### config.mk
export PLATFORM = sky130hd
export DESIGN_NAME = clkdiv_ctrl
export DESIGN_NICKNAME = d
export VERILOG_FILES = /design/src/rtl/clkdiv_ctrl.sv
export SDC_FILE = /design/constraint.sdc
export NUM_CORES = 1
export LEC_CHECK = 0
export CORE_ASPECT_RATIO = 1.5
export CORE_MARGIN = 2
export CORE_UTILIZATION = 33
export CTS_BUF_LIST = sky130_fd_sc_hd__clkbuf_4 sky130_fd_sc_hd__clkbuf_8 sky130_fd_sc_hd__clkbuf_16
export DETAILED_ROUTE_END_ITERATION = 10
export HOLD_SLACK_MARGIN = 0.03
export RECOVER_POWER = 100
export REMOVE_ABC_BUFFERS = 1
export SLEW_MARGIN = 20
export SYNTH_ARGS = -nofsm -noshare
export SYNTH_HDL_FRONTEND = slang
export SYNTH_SLANG_ARGS = --single-unit
export TNS_END_PERCENT = 30
### constraint.sdc
create_clock -name clk -period 6 [get_ports clk]
set_clock_uncertainty 0.15 [all_clocks]
set_input_delay 0.6 -clock clk [delete_from_list [all_inputs] [get_ports clk]]
set_output_delay 0.6 -clock clk [all_outputs]
set_load 0.05 [all_outputs]
### src/rtl/clkdiv_ctrl.sv
// clkdiv_ctrl: run-time toggle clock divider with glitch-free ratio switching, burst and stop control
module clkdiv_ctrl #(
  parameter int CNT_W       = 16,
  parameter int BURST_W     = 16,
  parameter int DEFAULT_DIV = 1
) (
  input  logic               clk,
  input  logic               reset,
  input  logic [CNT_W-1:0]   cfg_div,
  input  logic               cfg_valid,
  output logic               cfg_ready,
  input  logic               start,
  input  logic               stop,
  input  logic [BURST_W-1:0] burst_len,
  output logic               pulse,
  output logic               tick,
  output logic               busy,
  output logic               done,
  output logic [CNT_W-1:0]   active_div
);
  typedef enum logic [1:0] {IDLE, RUN, DRAIN} state_t;
  state_t state_q, state_d;
  logic [CNT_W-1:0] cnt_q, cnt_d, div_q, div_d, pend_q, pend_d, nv;
  logic [BURST_W-1:0] bcnt_q, bcnt_d, blen_q, blen_d;
  logic pend_v_q, pend_v_d, pulse_q, pulse_d, tick_q, tick_d, done_q, done_d, busy_q;
  logic accept, wrap, fall, quit;
  always_comb begin
    nv       = (cfg_div == '0) ? CNT_W'(1) : cfg_div;
    accept   = cfg_valid && !pend_v_q;
    wrap     = (state_q != IDLE) && (cnt_q == div_q - 1'b1);
    fall     = wrap && pulse_q;
    quit     = (fall && (state_q == DRAIN || stop || (blen_q != '0 && bcnt_q + 1'b1 == blen_q)))
            || (state_q == RUN && stop && !pulse_q && cnt_q == '0);
    state_d  = state_q;
    cnt_d    = cnt_q;
    div_d    = div_q;
    pend_d   = pend_q;
    pend_v_d = pend_v_q;
    pulse_d  = pulse_q;
    bcnt_d   = bcnt_q;
    blen_d   = blen_q;
    tick_d   = 1'b0;
    done_d   = 1'b0;
    if (state_q == IDLE) begin
      div_d = accept ? nv : div_q;
      if (start && !stop) begin
        state_d = RUN;
        cnt_d   = '0;
        pulse_d = 1'b0;
        bcnt_d  = '0;
        blen_d  = burst_len;
      end
    end else if (quit) begin
      state_d  = IDLE;
      done_d   = 1'b1;
      tick_d   = fall;
      pulse_d  = 1'b0;
      cnt_d    = '0;
      pend_v_d = 1'b0;
      div_d    = accept ? nv : pend_v_q ? pend_q : div_q;
    end else begin
      state_d = (stop && state_q == RUN) ? DRAIN : state_q;
      cnt_d   = wrap ? '0 : cnt_q + 1'b1;
      pulse_d = pulse_q ^ wrap;
      tick_d  = wrap;
      bcnt_d  = fall ? bcnt_q + 1'b1 : bcnt_q;
      div_d   = (fall && pend_v_q) ? pend_q : div_q;
      pend_v_d = accept ? 1'b1 : (fall ? 1'b0 : pend_v_q);
      pend_d  = accept ? nv : pend_q;
    end
  end
  always_ff @(posedge clk or negedge reset) begin
    if (!reset) begin
      state_q  <= IDLE;
      cnt_q    <= '0;
      div_q    <= CNT_W'(DEFAULT_DIV);
      pend_q   <= '0;
      pend_v_q <= 1'b0;
      pulse_q  <= 1'b0;
      bcnt_q   <= '0;
      blen_q   <= '0;
      tick_q   <= 1'b0;
      done_q   <= 1'b0;
      busy_q   <= 1'b0;
    end else begin
      state_q  <= state_d;
      cnt_q    <= cnt_d;
      div_q    <= div_d;
      pend_q   <= pend_d;
      pend_v_q <= pend_v_d;
      pulse_q  <= pulse_d;
      bcnt_q   <= bcnt_d;
      blen_q   <= blen_d;
      tick_q   <= tick_d;
      done_q   <= done_d;
      busy_q   <= (state_d != IDLE);
    end
  end
  assign cfg_ready  = !pend_v_q;
  assign pulse      = pulse_q;
  assign tick       = tick_q;
  assign busy       = busy_q;
  assign done       = done_q;
  assign active_div = div_q;
endmodule

== Yosys cells after proc, flatten, opt, wreduce, memory -nomap -nowiden ==
Cells that the tools add are included.
Widths: inputs -> output; s select.

* Bits in registers: 87
* Output and inout port bits: 21
* Logic and storage cells: 83

* Add/subtract/negate cells: 3
* Muxes and demuxes: 28
* Reduce and logical (&&, ||, !) cells: 30
* Equal/unequal tests: 8
* Bitwise logic cells: 3

{| class="wikitable"
|+ Operators with widths
! kind !! count
|-
| $mux 16 || 14
|-
| $add 16x1->16 const B || 2
|-
| $eq 16x16->1 || 2
|-
| $logic_not 16->1 || 2
|-
| $reduce_bool 16->1 || 1
|-
| $sub 16x1->16 const B || 1
|-
| $logic_and 1x1->1 || 10
|-
| $mux 1 || 10
|-
| $reduce_and 3->1 || 3
|-
| $mux 2 || 4
|-
| $reduce_bool 2->1 || 3
|-
| $reduce_bool 3->1 || 2
|-
| $ne 2x1->1 const B || 2
|-
| $reduce_and 2->1 || 2
|-
| $logic_not 1->1 || 3
|-
| $logic_or 1x1->1 || 3
|-
| $ne 3x3->1 const B || 1
|-
| $eq 2x1->1 const B || 1
|-
| $eq 2x2->1 const B || 1
|-
| $logic_not 2->1 || 1
|-
| $ne 2x2->1 const B || 1
|-
| $not 1->1 || 2
|-
| $xor 1x1->1 || 1
|}

== Depth between registers and ports, before layout ==
* Depth in word-level cells: 9
* Mapped depth: 17
* Mapped depth without buffers: 14

== Worst setup path after synthesis ==
No wires, ideal clock.

* Path type: reg-to-reg
* Start point: register div_q[2] (netlist: active_div[2])
* End point: register div_q[10] (netlist: active_div[10])
* Library setup time: 125 ps
* Required time: 5,725 ps
* Path slack: 1,450 ps
* Data arrival time: 4,276 ps
* Stages on the path, launching flop included: 16
* Cell sequence: dfrtp_1 -> buf_2 -> or4_1 -> or3_4 -> mux2_1 -> o211ai_2 -> nor4b_1 -> ha_1 -> clkbuf_1 -> inv_1 -> o21ai_0 -> nor2b_1 -> o22ai_2 -> buf_2 -> mux2_1 -> mux2_2

* Word-level cells in the longest chain between the ends: 8
* Elaborated cells between the ends (all ways): 12

{| class="wikitable"
|+ RTL lines
! element !! RTL line !! source
|-
| start, declared || 23 || <nowiki>logic [CNT_W-1:0] cnt_q, cnt_d, div_q, div_d, pend_q, pend_d, nv;</nowiki>
|-
| start signal, assigned || 76 || <nowiki>div_q <= CNT_W'(DEFAULT_DIV);</nowiki>
|-
| start signal, assigned || 88 || <nowiki>div_q <= div_d;</nowiki>
|-
| $sub 16x1->16 * || 30 || <nowiki>wrap = (state_q != IDLE) && (cnt_q == div_q - 1'b1);</nowiki>
|-
| $eq 16x16->1 * || 30 ||
|-
| $logic_and 1x1->1 * || 30 ||
|-
| $logic_and 1x1->1 * || 31 || <nowiki>fall = wrap && pulse_q;</nowiki>
|-
| $logic_and 1x1->1 || 32 || <nowiki>quit = (fall && (state_q == DRAIN || stop || (blen_q != '0 && bcnt_q + 1'b1 == blen_q)))</nowiki>
|-
| $logic_or 1x1->1 || 33 || <nowiki>|| (state_q == RUN && stop && !pulse_q && cnt_q == '0);</nowiki>
|-
| $ne 3x3->1 (no source line), or another cell as far along || -- ||
|-
| $reduce_and 3->1 (no source line) / $mux 16 (equally long branches) || -- ||
|}

Mark *: on every way between the ends. The rest lies on a longest branch, timed or not.
A chain may end at the register's enable or synchronous reset.

== Worst setup path after layout ==
* Start point: register div_q[2] (netlist: active_div[2])
* End point: register div_q[5] (netlist: active_div[5])

The elaborated chain is that of the path after synthesis.

==> metrics.md <==
| Metric | Value |
|---|---|
| Max-Slew Margin vs Limit | -10.3% |
| Pin count of the biggest net entering global routing | 88 |
| Post-synthesis compound-gate area fraction | 11.2% |
| Post-route antenna net violation count | 0 |
| Reg2reg start | active_div[2]$_DFFE_PN0P_ |
| Die Y | 159 µm |
| DRC viols | 0 |
| Reg2reg path depth | 13 |
| Cell Area, Placed | 5940 µm² |
| Final Cell Area | 6250 µm² |
| Max Buffers Root-to-Sink | 2 |
| Iteration count of the initial detailed-routing pass | 4 |
| Pint | 1.67 mW |
| Synth cell count leaders | dfrtp_1, nand2_1, mux2_2 |
| Final Power | 2.92 mW |
| Cells along the critical path | or4_1 -> nor2_1 -> nand2_1 -> nor3_1 -> xnor2_1 -> nand4b_1 -> nor4b_1 -> ha_1 -> inv_1 -> o21ai_0 -> nor2_1 -> o31ai_2 -> mux2_2 |
| CTS clk-pin slew, worst paths | 60 ps |
| Ys Warns | 0 |
| Sequential area share after synthesis | 41.4% |
| Yosys cell types | 61 |
| Most frequent cell after synthesis | dfrtp_1 |
| Layout cells sized above 1 | 12.0% |
| Wire per inst | 16.9 µm |
| Via density | 5.43 |
| Primary FF master, synth | dfrtp_1 |
| Mux cell area share after synthesis | 11.9% |
| CTS buffer count | 9 |
| Setup bufs post-CTS | 0 |
| Comb power frac | 45.5% |
| Critical Path End Type | register |
| Min Tclk post-route | 5180 ps |
| Flop pwr share | 34.5% |
| Delay-heaviest family, CP | simple AND/OR/NAND/NOR gates |
| # nets final | 637 |
| Final wirelength | 13,600 µm |
| DP Worst Slack | 1200 ps |
| Row count | 56 |
| PwrDens | 467 nW/µm² |
| Crit path buf inv count | 1 |
| Initial Utilization | 33.6% |
| Global-route wire length before repair | 22,500 µm |
| Worst r2r dst | active_div[5]$_DFFE_PN0P_ |
| Final Worst Setup Slack | 817 ps |
| Fmax | 193 MHz |
| Maxcap violations | 1 |
| Post-Synth Adder-Cell Area | 1.19% |
| Cell taking the most area after synthesis | dfrtp_1 |
| # fillers | 1,552 |
| Die Wd | 107 µm |
| Final setup TNS | 0 ps |
| Mapped Area | 5260 µm² |
| Syn avg cell area | 9.40 µm² |
| Status | complete, but fails checks |
| Worst min-delay path class | in -> async |
| H-tree Lvls | 3 |
| Clk_lat worst skew | 350 ps |
| Root Buffer | clkbuf_16 |
| Max incr delay on CP | 1320 ps |
| Vias in the first global route | 4,421 |
| Synth Instances | 559 |
| Lkg Pwr | 2.56 nW |
| GPL Wtd Cong | 0.860 |
| Post-synth EDFFs | 0 |
| Sw frac | 42.9% |
| Overall global routing resource usage | 17.0% |
| Core area | 15,600 µm² |
| Most common cell on crit path | nor2_1 |
| FF-to-FF setup slack | 820 ps |
| GR Overflow Total | 0 |
| CTS tree | yes |
| Crit start category | register |
| Unrepaired setup endpoints after global routing | no |
| Yosys top cell area share | 40.9% |
| Switch Pwr | 1.25 mW |
| Post-Synth Simple-Gate Area | 22.7% |
| Slowest-stage cell, CP | o31ai_2 |
| Largest family of logic cells by synthesized area | simple AND/OR/NAND/NOR gates |
| Final Hold Fails | 0 |
| CP Max Fanout | 16 |
| Tcrit/Tclk final | 86.4% |
| Crit path required time | 6080 ps |
| IO Port Bufs | 57 |
| Peak supply drop | 0.000322 V |
| Top Ports | 58 |
| Total clock sinks | 87 |
| Setup violators final | 0 |
| Antenna violations before repair | 0 |
| Setup Crit Path Kind | reg -> reg |
| Clock power share | 20.0% |
| Yosys reg bits | 87 |
| DR iter-0 viols | 221 |
| Area growth syn-to-layout | 18.9% |
| CTS resizes | 0 |
| Synth area leaders | dfrtp_1, mux2_2, nand2_1, xnor2_1, o21ai_0 |
| Post-DP HPWL | 9780 µm |
| Failing checks | max-capacitance violations, max-slew violations |
| Area share of xor/xnor cells in the synthesized design | 7.66% |
| Transition time of the tightest slew-check pin | 1640 ps |
| Cts hold-fix bufs | 0 |
| N_diodes | 0 |
| DIE AREA | 17,000 µm² |
| Async S/R FF share, synth | 100% |
| CP Data Arrival Time | 5260 ps |
| Max Slew Vio Count | 17 |
| Detailed-route via count | 4,358 |
==> area by class of cell <==
class / instances / area (µm²) / share of cell area (%)
clock buffer: 11 / 246 / 3.95
clock inverter: 5 / 63.8 / 1.02
inverter: 15 / 56.3 / 0.901
multi-input combinational: 424 / 2870 / 45.9
sequential: 87 / 2180 / 34.9
tap: 203 / 254 / 4.07
timing repair buffer: 58 / 579 / 9.27
==> placed cells by master, fill, tap and decap left out, types with 3 or more instances in the layout <==
cell             count
nand3_1             26
nand3b_1             3
o211ai_1             9
o21ai_0             36
nand2_1             84
nand2b_1             6
nand4_1              9
o31ai_1              4
a21oi_1              4
nor2_1              31
clkbuf_16            9
xor2_1              16
nand4b_1             5
nor2b_1              7
mux2_1               9
ha_1                 5
inv_1               15
xnor2_1             30
o41ai_1              6
mux2_2              36
or3_1                3
a31oi_1             12
nor4_1              13
clkdlybuf4s50_1     34
dlygate4sd3_1       22
mux2i_1             12
and3_1               8
nor3_1              11
dfrtp_1             86
==> worst max-delay path by stage <==
stage | start | end | cells after the start
finish | active_div[2]$_DFFE_PN0P_ | active_div[5]$_DFFE_PN0P_ | 13
global route | active_div[2]$_DFFE_PN0P_ | active_div[2]$_DFFE_PN0P_ | 13
CTS | active_div[2]$_DFFE_PN0P_ | pend_q[12]$_DFFE_PN0P_ | 13
detailed placement | active_div[2]$_DFFE_PN0P_ | pend_q[12]$_DFFE_PN0P_ | 13
global placement | active_div[2]$_DFFE_PN0P_ | active_div[4]$_DFFE_PN0P_ | 13
floorplan | active_div[2]$_DFFE_PN0P_ | active_div[10]$_DFFE_PN0P_ | 11
==> flip-flops by register name, indices dropped and copies added (netlist names) <==
| name | flops |
|---|---|
| cnt_q | 16 |
| done | 1 |
| state_q | 2 |
| tick | 1 |
| blen_q | 16 |
| pend_q | 16 |
| busy | 1 |
| active_div | 16 |
| pulse | 1 |
| bcnt_q | 16 |
| pend_v_q | 1 |
==> routing by layer <==
layer	vias to the layer above	part of all wire, %	track usage [%]
li1	2078	-	-
met1	2139	40	19.2
met2	112	52	30.6
met3	29	4.3	3.56
met4	0	3.0	7.30
met5	-	0	0
==> cell families after synthesis <==
kind of cell,after synthesis
mux,57
xor+xnor,46
flops,87
simple gates,229
compound gates,87
buf+inv,48
fa+ha+maj,5
==> stage by stage <==
stage	cells	util, %	hold slack (ps)
finish	803	40.0	154
global route	803	40.0	232
CTS	803	40.0	356
detailed placement	787	38.0	340
global placement	787	38.0	333
floorplan	526	-	154
==> power groups by stage <==
stage | logic (mW) | registers [mW] | clock network (mW)
2_1_floorplan | 0.792 | 1.14 | 0
3_3_place_gp | 1.33 | 1.00 | 0
3_5_place_dp | 1.35 | 1.01 | 0
4_1_cts | 1.36 | 1.01 | 0.599
5_1_grt | 1.46 | 1.04 | 0.623
6_report | 1.33 | 1.01 | 0.583
No activity file was read; power rests on OpenSTA's default activity.
==> edit: new RTL, same settings <==
Set the parameter `CNT_W` to 14 (it was 16).
--- a/src/rtl/clkdiv_ctrl.sv
+++ b/src/rtl/clkdiv_ctrl.sv
@@ -1,6 +1,6 @@
 // clkdiv_ctrl: run-time toggle clock divider with glitch-free ratio switching, burst and stop control
 module clkdiv_ctrl #(
-  parameter int CNT_W       = 16,
+  parameter int CNT_W       = 14,
   parameter int BURST_W     = 16,
   parameter int DEFAULT_DIV = 1
 ) (
Ports: changed (resized active_div and cfg_div); port bits go from 58 to 54. No check against the original RTL was run, so the function may have changed too.
==> edit against the original RTL <==
The run still ends with capacitance limit, slew limit left; cell area down 7.3%; via count down 6.7%; final cell count down 6.7%; sequential power down 7%; die area down 7.5%; clock power down 3%; power down 17%; setup slack better by 0.36 ns; synthesized area down 7.7%; first-iteration DRC count down 27%; combinational power down 31%; wire length down 9.3%; sequential share of layout area up 0.16 points; sequential cell count down 6; critical endpoint is now active_div[1].
==> edit: results (changes against the original RTL) <==
- The total number of yosys warnings came to 0 (unchanged).
- The minimum setup slack after placement is 1.97 ns (+0.775 ns).
- The via count of the first global-routing pass is 4124 (-6.7%).
- In the post-synthesis netlist, the biggest area contributors are dfrtp_1 (41%), mux2_2 (7.2%), xnor2_1 (3.6%), xor2_1 (3.6%), nand2_1 (3.6%).
- The wire length of the first global-routing pass is 20.4 mm (-9.6%).
- The via-per-instance ratio is 5.43 (about the same).
- The run finished, with violations left.
- The clock reaches the later pin of the worst-skew pair after 0.34 ns.
- The final net count is 588 (-7.7%).
- The length in cells of the worst reg-to-reg path is 10 (-3).
- The fraction of layout instances using a drive strength above 1 is 10.7% (-1.3 points).
- The mux cell area share after synthesis is 10.5% (-1.4 points).
- The endpoint identified for the worst register-to-register timing path is active_div[1].
- The register-to-register setup slack came to 1.17 ns (+0.36 ns).
- The number of different library cells in the post-synthesis netlist is 61 (unchanged).
- The number of buffers between clock root and the deepest sink was 2 (unchanged).
- The largest individual stage delay along the critical path comes from the cell a21oi_1.
- The routability congestion estimate is 0.904 (+5.1%).
- The final antenna diode count came to 0 (unchanged).
- The sequential-to-total area share from yosys stat came to 41.8% (+0.36 points).
- Ranked by instance count, the synthesized netlist is headed by dfrtp_1 (80), nand2_1 (46), nor2_1 (38), o21ai_0 (34), mux2_2 (31).
- The total track usage came to 16.5% (-0.46 points).
- The total leakage power is 2.36 nW (-8.1%).
- The worst IR drop on VDD is 0.000240 V (-25%).
- The worst stage delay on the critical path came to 1.42 ns (+0.10 ns).
- The largest driver fanout on the critical path was 14 (-2).
- The buffer count from post-CTS setup fixing was 0 (unchanged).
- In the final layout, the registers with the most flip-flops are bcnt_q (16), blen_q (16).
- The number of buffer cells added on primary ports is 53 (-7.0%).
- The worst register-to-register path begins at bcnt_q[0].
- The class of the tightest hold or removal check is input port to async pin.
- The placed wire-length estimate is 9.02 mm (-7.7%).
- The arithmetic-cell share of the synthesized area counting full adders, half adders and majority gates is 1.29% (+0.099 points).
- The number of iterations in the first detailed-routing pass is 4 (unchanged).
- The initial antenna violation count came to 0 (unchanged).
- The reported max-cap violation count is 1 (unchanged).
- The pin slew with the least headroom to its limit is 1.87 ns (+0.228 ns).
- The share of the synthesized area in compound gates (AO/OA/AOI/OAI) is 15.0% (+3.8 points).
- The final reports fail on capacitance limit, slew limit.
- The violation count after the first detailed-route iteration is 161 (-27%).
- The antenna violation net count after detailed routing was 0 (unchanged).
- The average detailed-routed wire length per instance is 16.5 um (-2.7%).
- The final number of max-transition violations is 15 (-2).
- The largest net degree at the start of global routing was 82 (-6.8%).
- The xor-xnor portion of the synthesized cell area is 7.22% (-0.44 points).
- The signal arrival time at the worst endpoint is 4.89 ns (-0.37 ns).
==> edit: cell type report <==
cell class / instances / area, um^2
Clock buffer: 12 / 254
Clock inverter: 4 / 52.6
Fill cell: 1465 / 8670
Inverter: 14 / 52.6
Multi-Input combinational cell: 387 / 2620
Sequential cell: 81 / 2030
Tap cell: 196 / 245
Timing Repair Buffer: 55 / 543
==> edit: worst register-to-register path, stage by stage, from the launching register on <==
cell       delay, ns
dfrtp_1         0.48
ha_1            0.28
nand3_1         0.32
nor2_1          0.26
xnor2_1         0.15
o2111ai_1       0.13
or4_4           0.51
or4_1           0.58
a21oi_1         1.42
mux2i_1         0.33
o21ai_0         0.10
==> edit: worst max-delay path by stage <==
stage | cells past startpoint | slack [ns] | startpoint | to
global placement | 11 | 2.05 | active_div[2] | pend_q[0]
floorplan | 13 | 2.11 | active_div[2] | cnt_q[10]
global route | 10 | 0.79 | bcnt_q[0] | active_div[1]
finish | 10 | 1.17 | bcnt_q[0] | active_div[1]
CTS | 11 | 1.97 | active_div[2] | pend_q[0]
detailed placement | 11 | 1.97 | active_div[2] | pend_q[0]
==> edit: power by group <==
group | internal [W] | total [W] | switching [W]
Clock | 0.000344 | 0.000567 | 0.000223
Sequential | 0.000724 | 0.000943 | 0.000218
Combinational | 0.000415 | 0.000918 | 0.000503
Total | 0.00148 | 0.00243 | 0.000944
==> edit: kinds of logic after synthesis <==
| kind of cell | after synthesis |
|---|---|
| and+or+nand+nor | 183 |
| AOI/OAI and AO/OA | 112 |
| DFF | 81 |
| muxes | 47 |
| buffers and inverters | 41 |
| xor gates and xnor gates | 40 |
| adders and majority gates | 5 |
==> edit: metal layers <==
metal	up-vias	global-route usage [%]	wire length (um)
met1	2008	19.4	4940
met5	-	0	0
met3	18	3.94	589
met2	103	28.3	6550
met4	0	6.89	252
li1	1937	-	-
==> edit: metrics by stage <==
stage,instance area (um^2),std cells,power [W],hold slack (ns),utilization (%)
after global placement,5500,733,0.00187,0.338,38.0
after CTS,5810,749,0.00248,0.346,40.2
after floorplan,4710,482,0.00158,0.154,-
after global routing,5790,749,0.00261,0.207,40.0
final,5790,749,0.00243,0.144,40.0
after detailed placement,5510,733,0.00190,0.342,38.1
